===== src/rtl/fifo_ctrl.sv =====
// Pointer, occupancy and flag controller for an external FIFO memory.
// Drives the memory write/read strobes and addresses; holds no data itself.
module fifo_ctrl #(
  parameter int MEM_LENGHT = 8,
  parameter int ADDR_WIDTH = 4
) (
  input  logic                  clk,
  input  logic                  reset,
  input  logic                  push,
  input  logic                  pop,
  input  logic [3:0]            almost_full_th,
  input  logic [3:0]            almost_empty_th,
  output logic                  write_enable,
  output logic [ADDR_WIDTH-1:0] write_addr,
  output logic                  read_enable,
  output logic [ADDR_WIDTH-1:0] read_addr,
  output logic                  data_valid,
  output logic                  full,
  output logic                  empty,
  output logic                  almost_full,
  output logic                  almost_empty,
  output logic [4:0]            occupancy,
  output logic                  fifo_error
);

  localparam int         PTR_W = (MEM_LENGHT > 1) ? $clog2(MEM_LENGHT) : 1;
  localparam logic [4:0] DEPTH = 5'(MEM_LENGHT);

  logic [PTR_W-1:0] wr_ptr;
  logic [PTR_W-1:0] rd_ptr;
  logic [4:0]       count;
  logic             push_ok;
  logic             pop_ok;

  // Flags come from the registered count only, so acceptance never loops
  // back through the request inputs.
  assign full         = (count == DEPTH);
  assign empty        = (count == 5'd0);
  assign almost_full  = (count >= {1'b0, almost_full_th});
  assign almost_empty = ({1'b0, almost_empty_th} >= DEPTH) ||
                        (count <= {1'b0, almost_empty_th});
  assign occupancy    = count;

  // A push on full or pop on empty is refused even if the other side is
  // accepted this cycle; that keeps read and write off the same address.
  assign push_ok = push && !full  && !reset;
  assign pop_ok  = pop  && !empty && !reset;

  assign write_enable = push_ok;
  assign read_enable  = pop_ok;
  assign write_addr   = ADDR_WIDTH'(wr_ptr);
  assign read_addr    = ADDR_WIDTH'(rd_ptr);

  always_ff @(posedge clk or posedge reset) begin
    if (reset) begin
      wr_ptr     <= '0;
      rd_ptr     <= '0;
      count      <= '0;
      fifo_error <= 1'b0;
      data_valid <= 1'b0;
    end else begin
      // NOTE: non-blocking assignments so every register samples pre-edge values.
      if (push_ok) wr_ptr <= wr_ptr + PTR_W'(1);
      if (pop_ok)  rd_ptr <= rd_ptr + PTR_W'(1);

      case ({push_ok, pop_ok})
        2'b10:   count <= count + 5'd1;
        2'b01:   count <= count - 5'd1;
        default: count <= count;
      endcase

      if ((push && full) || (pop && empty)) fifo_error <= 1'b1;

      // Memory read is registered, so valid data appears one cycle after the strobe.
      data_valid <= pop_ok;
    end
  end

endmodule


===== config.mk =====
export PLATFORM = sky130hd
export DESIGN_NAME = fifo_ctrl
export DESIGN_NICKNAME = d
export VERILOG_FILES = /design/src/rtl/fifo_ctrl.sv
export SDC_FILE = /design/constraint.sdc
export NUM_CORES = 1
export LEC_CHECK = 0
export BUFFER_PORTS_ARGS = -buffer_cell sky130_fd_sc_hd__buf_2
export CAP_MARGIN = 25
export CORE_ASPECT_RATIO = 0.75
export CORE_MARGIN = 4
export CORE_UTILIZATION = 30
export CTS_CLUSTER_DIAMETER = 80
export DETAILED_ROUTE_END_ITERATION = 8
export SLEW_MARGIN = 20
export SYNTH_ARGS = -nofsm -noshare
export SYNTH_HDL_FRONTEND = slang
export SYNTH_SLANG_ARGS = --single-unit

===== constraint.sdc =====
create_clock -name clk -period 2.1 [get_ports clk]
set_input_delay 0.525 -clock clk [delete_from_list [all_inputs] [get_ports clk]]
set_output_delay 0.525 -clock clk [all_outputs]
set_load 0.02 [all_outputs]

# Word-level counts from Yosys, hierarchy flattened
# Cells that the tools add are included.
# Widths: inputs -> output; s select.
# word_totals
reg_bits	13
wordCells	29
in_bits	12
# classes
n_mux	1
reduce_logical	13
addsub	4
n_eq_ne	3
n_lt_le_gt_ge	3
# ops
operator	n
$pmux 5 s2	1
$add 3x1->3 const B	2
$logic_and 1x1->1	6
$add 5x1->5 const B	1
$eq 5x4->1 const B	1
$ge 5x4->1	1
$le 5x4->1	1
$logic_not 5->1	1
$sub 5x1->5 const B	1
$ge 4x4->1 const B	1
$logic_not 1->1	3
$eq 2x1->1 const B	1
$eq 2x2->1 const B	1
$logic_or 1x1->1	2
$reduce_bool 2->1	1

# Depth between registers and ports, before layout
# Gate-level depths: netlist of the first run.
# depth
depth_word	6
depth_mapped	9
depth_no_buf	9

# Least setup slack after synthesis of the first run
# OpenSTA, ideal clock, no wires.
# synth_timing
path_type	reg-to-reg
start	reg count[1], in the netlist occupancy[1]
end	reg count[4], in the netlist occupancy[4]
synth_period_minus_slack_ps	2402
arrival_time_ps	2321
setup_slack_ps	-302
stages_incl_launch_ff	10
setup_ps	80
path_cell_list	dfrtp_1 -> nor4_4 -> a21oi_2 -> inv_1 -> ha_1 -> ha_1 -> a21oi_1 -> a21boi_0 -> nor3_1 -> xor2_1
# synth_between
elab_chain_cells	6
word_cells_on_any_way	14
# synth_rtl
element	line	source
start: declaration	31	logic [4:0] count;
start signal: assignment	67	2'b10: count <= count + 5'd1;
start signal: assignment	68	2'b01: count <= count - 5'd1;
start signal: assignment	69	default: count <= count;
$eq 5x4->1 *	37	assign full = (count == DEPTH);
$logic_not 1->1 *	46	assign push_ok = push && !full && !reset;
$logic_and 1x1->1 * (2 in a row)	46	
via write_enable	13	output logic write_enable,
$eq 2x1->1 or $eq 2x2->1 (tied branches)	66	case ({push_ok, pop_ok})
$pmux 5 s2 or $reduce_bool 2->1 (tied branches)	--	
# Mark *: on every way through the listed nets, which the timed path passes. The rest lies on a longest branch.
# A chain may end at the register's enable or synchronous reset.

# Worst setup path in the final report of the first run
# layout_timing
start	reg count[0], in the netlist occupancy[0]
end	out almost_full
# layout_between
elab_chain_cells	1
# layout_rtl
element	line	source
$ge 5x4->1	39	assign almost_full = (count >= {1'b0, almost_full_th});
end: declaration	20	output logic almost_full,
# Every way passes these cells.

==> flow_metrics.py, run 1 <==
metrics = {
    "floorplan": {
        "dieArea_sq_mm": 0.00393,
        "start_util_pct": 32.9,
        "die_h_um": 55.3,
        "num_io_pins": 33,
        "fp.dieW_um": 71.1,
        "core_sq_mm": 0.00272,
        "row_count": 16,
    },
    "sta": {
        "setup_viol": 7,
        "fin_crit_sh_pct": 107,
        "layout_min_cycle_time_ps": 2240,
        "slew_viol_final": 0,
        "rsz0062_at_grt": "yes",
        "setup_slack_ps": -138,
        "max_clock_freq_ghz": 0.447,
        "hold_slack_ps": 320,
        "hold_viol": 0,
        "finalClockSkew_ps": 2.00,
    },
    "synth": {
        "synth_ff_type": "dfrtp_1",
        "async_flop_share_pct": 100,
        "synth_seq_area_share_pct": 36.3,
        "syn_avg_cell_area_sq_um": 10.5,
        "synthTopCellsByArea": "dfrtp_1 (36%), ha_1 (20%), inv_1 (5.0%), xnor2_1 (3.9%), xor2_1 (3.9%)",
        "netlist.area_leader.share_pct": 36.3,
        "syn-cell-area_sq_um": 896,
        "synth_top_cell_by_area": "dfrtp_1",
        "synth_seq_cells": 13,
        "netlist_instances": 85,
        "yosysUniqueCellTypes": 28,
        "yosysMostFrequentCell": "ha_1",
        "synth_edf_count": 0,
        "ys.warnings.count": 0,
        "ys_top_cells_by_count": "ha_1 (14), dfrtp_1 (13), inv_1 (12)",
    },
    "detailed_routing": {
        "dr.pass1.iters": 2,
        "routedWlPerCell_um": 12.5,
        "routed_wl_um": 2150,
        "dr_total_vias": 752,
        "final_antenna_net_count": 0,
        "drtIter0Drc": 10,
        "drc": 0,
        "via_per_inst": 4.37,
    },
    "cts": {
        "cts_tree": "yes",
        "clk_latency_ps": 240,
        "cts-root-buf": "clkbuf_8",
        "hold_buffers": 0,
        "numCtsBuffers": 3,
        "clkSinkCount": 13,
        "clk_pin_slew_worst_paths_ps": 50,
        "cts.htree.levels": 1,
        "cts_buffer_depth": 2,
    },
    "placement": {
        "port_buffers": 30,
        "dp_hpwl_um": 1710,
        "routabilityCongestion": 0.731,
    },
    "setup_path": {
        "worstReg2RegStart": "occupancy[0]",
        "startpoint": "occupancy[0]",
        "arrival_ps": 1710,
        "cp_max_fo": 2,
        "cp-end-kind": "primary output",
        "worst-setup-path-type": "reg2out",
        "startpoint_type": "flip-flop",
        "cp.required_ps": 1570,
    },
    "power_and_ir_drop": {
        "intPower_mw": 1.22,
        "powerDensity_mw_per_mm2": 1470,
        "p_sw_share_pct": 43.3,
        "power_mw": 2.15,
        "p_seq_share_pct": 23.0,
        "clkPwrFrac_pct": 10.1,
        "p_leak_nw": 0.717,
        "worst_ir_drop_vdd_uv": 504,
        "p_comb_share_pct": 66.9,
        "switchingPower_uw": 933,
    },
    "layout": {
        "nNetsFinal": 164,
        "area_growth_pct": 64.0,
        "fillers": 246,
        "drive_gt1_share_pct": 56.6,
        "diodes": 0,
    },
    "outcome": {
        "violations": "negative setup slack",
        "status": "finished, violations left",
    },
    "global_routing": {
        "grt_pass1_vias": 848,
        "grtUsageTotal_pct": 12.6,
        "antenna_found_initial": 0,
        "grt_overflow": 0,
        "grt_max_degree": 14,
        "grt_pass1_wl_um": 3940,
    },
    "worst_hold_path": {
        "hp-class": "in2async",
    },
    "run": {
        "max_cap_viol_count": 0,
    },
}
[logic make-up after synthesis]
kind of cell,share of synthesized area [%]
adder cells (fa/ha/maj),21.8
AO/OA/AOI/OAI,12.2
AND/OR/NAND/NOR,10.6
buffers and inverters,7.12
flip-flops,36.3
XOR/XNOR,7.82
multiplexers,3.77
other,0.419
[area by class of cell]
class	instances	area [sq um]	share of cell area [%]
Inverter	12	45.0	3.07
Tap cell	36	45.0	3.07
Sequential cell	13	329	22.4
Multi-Input combinational cell	58	677	46.1
Timing Repair Buffer	49	328	22.3
Clock buffer	4	45.0	3.07
[worst max-delay path, stage by stage (launching register included)]
cell	delay [ps]
dfrtp_2	400
inv_2	70
ha_4	190
nand2b_4	130
a21o_1	150
a21o_1	150
a211o_1	260
buf_6	130
[per-stage QoR]
| step | utilization (%) | setup WS (ps) | std cells | instance area (sq um) | setup TNS [ps] |
|---|---|---|---|---|---|
| global route | 54.0 | -209 | 172 | 1470 | -1100 |
| finish | 54.0 | -138 | 172 | 1470 | -503 |
| CTS | 51.4 | -176 | 168 | 1400 | -394 |
| global placement | 43.9 | -166 | 161 | 1200 | -306 |
| detailed placement | 43.9 | -196 | 161 | 1200 | -434 |
| floorplan | - | -187 | 86 | 930 | -350 |
[final timing paths]
kind | endpoint | slack, ps | cells after the start
worst min-delay path | occupancy[3] | 320 | 2
worst min register to register | wr_ptr[2] | 470 | 1
max in group asynchronous | occupancy[1] | 1430 | 2
worst max-delay path | almost_full | -140 | 7
min in group clk | wr_ptr[2] | 470 | 1
worst max register to register | occupancy[4] | -120 | 11
[power by group through the flow]
stage,logic (mW),clock network (mW),registers [mW]
2_1_floorplan,0.500,0,0.680
3_3_place_gp,1.08,0,0.498
3_5_place_dp,1.12,0,0.504
4_1_cts,1.36,0.222,0.496
5_1_grt,1.59,0.239,0.517
6_report,1.44,0.217,0.496
[layout by cell type, fill, tap and decap left out, types with 4 or more instances in the layout]
cell type | Yosys | final
dfrtp_1 | 13 | 10
buf_6 | 0 | 6
xor2_1 | 4 | 4
ha_4 | 0 | 6
buf_2 | 0 | 25
ha_1 | 14 | 8
inv_1 | 12 | 10
buf_4 | 2 | 18
nand2_1 | 4 | 4
[metal layers]
metal	GRT usage [%]	vias to the layer above	wire, um
met4	8.04	0	20
met3	2.17	2	52
met2	21.1	14	1130
li1	-	385	-
met5	0	-	0
met1	14.7	351	946
[repair_timing]
item,CTS,global route
endpoints found under the setup margin,4,10
cloned,0,0
resized for setup,26,8
pin swaps,11,3
buffers inserted,3,4
[flip-flops by register name (all words and copies together), names as in the netlist]
signal / count
wr_ptr: 3
occupancy: 5
fifo_error: 1
rd_ptr: 3
data_valid: 1
Note: power is estimated with default switching activity, not from simulation.
==> run 2: changes to the inputs <==
--- a/config.mk
+++ b/config.mk
@@ -12,6 +12,7 @@
 export CORE_UTILIZATION = 30
 export CTS_CLUSTER_DIAMETER = 80
 export DETAILED_ROUTE_END_ITERATION = 8
+export GPL_TIMING_DRIVEN = 0
 export SLEW_MARGIN = 20
 export SYNTH_ARGS = -nofsm -noshare
 export SYNTH_HDL_FRONTEND = slang
==> run 2 against run 1 <==
Count of clock-buffer cells in the layout unchanged. Maximum frequency fell by 2.6%. Critical endpoint unchanged. Largest power group unchanged. Critical path depth unchanged. Clock skew increased by 2.1 ps. Die area stayed put. The run still ends with negative setup slack left. Via count grew 4.3%. Utilization grew 0.74 points. Non-clock buffer count is 1 lower. Clock power up 3%.
==> flow_metrics.py, run 2 (synthesized netlist as in run 1, its figures left out) <==
metrics = {
    "global_routing": {
        "grt_overflow": 0,
        "grtUsageTotal_pct": 12.1,
        "antenna_found_initial": 0,
        "grt_pass1_vias": 853,
        "grt_max_degree": 14,
        "grt_pass1_wl_um": 3870,
    },
    "outcome": {
        "status": "finished, violations left",
        "violations": "negative setup slack",
    },
    "placement": {
        "port_buffers": 30,
        "placed_cell_area_sq_mm": 0.00112,
        "dp_slack_ps": -337,
        "routabilityCongestion": 0.751,
        "placed_cells": 152,
        "dp_hpwl_um": 1490,
    },
    "setup_path": {
        "slowest_stage": "dfrtp_2",
        "cp_top_family": "compound AO/OA/AOI/OAI gates",
        "crit_chain": "inv_2 -> ha_4 -> nand2b_4 -> a21o_1 -> a21o_1 -> a211o_1 -> buf_6",
        "cp.required_ps": 1570,
        "critical_path.max_stage_delay_ps": 440,
        "startpoint_type": "flip-flop",
        "cp_max_fo": 2,
        "critPathBufInv": 2,
        "arrival_ps": 1770,
        "crit_path_frequent_cell": "a21o_1",
        "worst-setup-path-type": "reg2out",
        "cp-end-kind": "primary output",
    },
    "worst_hold_path": {
        "hp-class": "in2async",
    },
    "layout": {
        "fillers": 255,
        "diodes": 0,
        "final_util_pct": 54.7,
        "area_growth_pct": 66.2,
        "design_area_sq_mm": 0.00149,
        "final_common_cell": "buf_2",
        "final_cells": 171,
        "layout_common_cells": "buf_2 (24), buf_4 (14), inv_1 (10)",
        "largest_reg_flops": 5,
        "nNetsFinal": 163,
        "drive_gt1_share_pct": 58.5,
    },
    "cts": {
        "clk_latency_ps": 250,
        "cts_tree": "yes",
        "hold_buffers": 0,
        "cts-root-buf": "clkbuf_8",
        "clk_pin_slew_worst_paths_ps": 50,
        "numCtsBuffers": 3,
        "clkSinkCount": 13,
        "cts_buffer_depth": 2,
        "cts.htree.levels": 1,
    },
    "sta": {
        "setup_viol": 6,
        "hold_slack_ps": 308,
        "hold_viol": 0,
        "layout_min_cycle_time_ps": 2300,
        "finalClockSkew_ps": 4.13,
        "slew_viol_final": 0,
        "setup_slack_ps": -197,
        "max_clock_freq_ghz": 0.435,
        "tns_ps": -484,
        "rsz0062_at_grt": "yes",
        "fin_crit_sh_pct": 109,
    },
    "floorplan": {
        "row_count": 16,
        "fp.dieW_um": 71.1,
        "num_io_pins": 33,
        "dieArea_sq_mm": 0.00393,
        "die_h_um": 55.3,
        "start_util_pct": 32.9,
        "core_sq_mm": 0.00272,
    },
    "detailed_routing": {
        "routedWlPerCell_um": 12.7,
        "dr.pass1.iters": 4,
        "via_per_inst": 4.58,
        "dr_total_vias": 784,
        "final_antenna_net_count": 0,
        "met2_length_um": 1110,
        "top_layer_used": "met4",
        "drc": 0,
        "routed_wl_um": 2170,
        "wl_met1_um": 856,
        "drtIter0Drc": 10,
        "wl_met3_um": 151,
    },
    "power_and_ir_drop": {
        "worst_ir_drop_vdd_uv": 475,
        "p_leak_nw": 0.712,
        "power_mw": 2.14,
        "powerDensity_mw_per_mm2": 1440,
    },
    "run": {
        "max_cap_viol_count": 0,
    },
}
## run 2: cell count changes in the layout (fill, tap and decap cells not counted), sizes merged
cell,previous run,this run
buf,49,47
clkbuf,4,5
## run 2: cell type report
class | instances | area [sq um] | area share [%]
inverter | 12 | 45.0 | 3.03
sequential | 13 | 330 | 22.2
clock buffer | 4 | 45.0 | 3.03
multi-input combinational | 58 | 684 | 46.0
tap | 36 | 45.0 | 3.03
buffer | 3 | 18.8 | 1.26
timing repair buffer | 45 | 320 | 21.5
## run 2: final timing paths
path	startpoint	to	slack, ps	cells past startpoint
max	occupancy[0]	almost_full	-200	7
min in group clk	rd_ptr[2]	rd_ptr[2]	470	1
max in group asynchronous	reset	occupancy[3]	1440	2
min reg2reg	rd_ptr[2]	rd_ptr[2]	470	1
max reg2reg	occupancy[0]	occupancy[4]	-110	10
min	reset	wr_ptr[2]	310	2
## run 2: power breakdown
group | total [mW] | internal [mW] | leakage, nW | switching [mW]
Sequential | 0.520 | 0.381 | 0.149 | 0.139
Clock | 0.223 | 0.134 | 0.0228 | 0.0887
Combinational | 1.39 | 0.694 | 0.540 | 0.701
## run 2: routing by layer
metal | global-route usage (%) | vias up
met3 | 3.99 | 4
met2 | 21.4 | 25
li1 | - | 386
met4 | 5.09 | 0
met1 | 13.2 | 369
met5 | 0 | -
## run 2: repair_timing
action | in CTS | in global routing
resized for setup | 27 | 12
setup endpoints to repair | 8 | 10
setup buffers | 14 | 3
pin swaps | 14 | 3
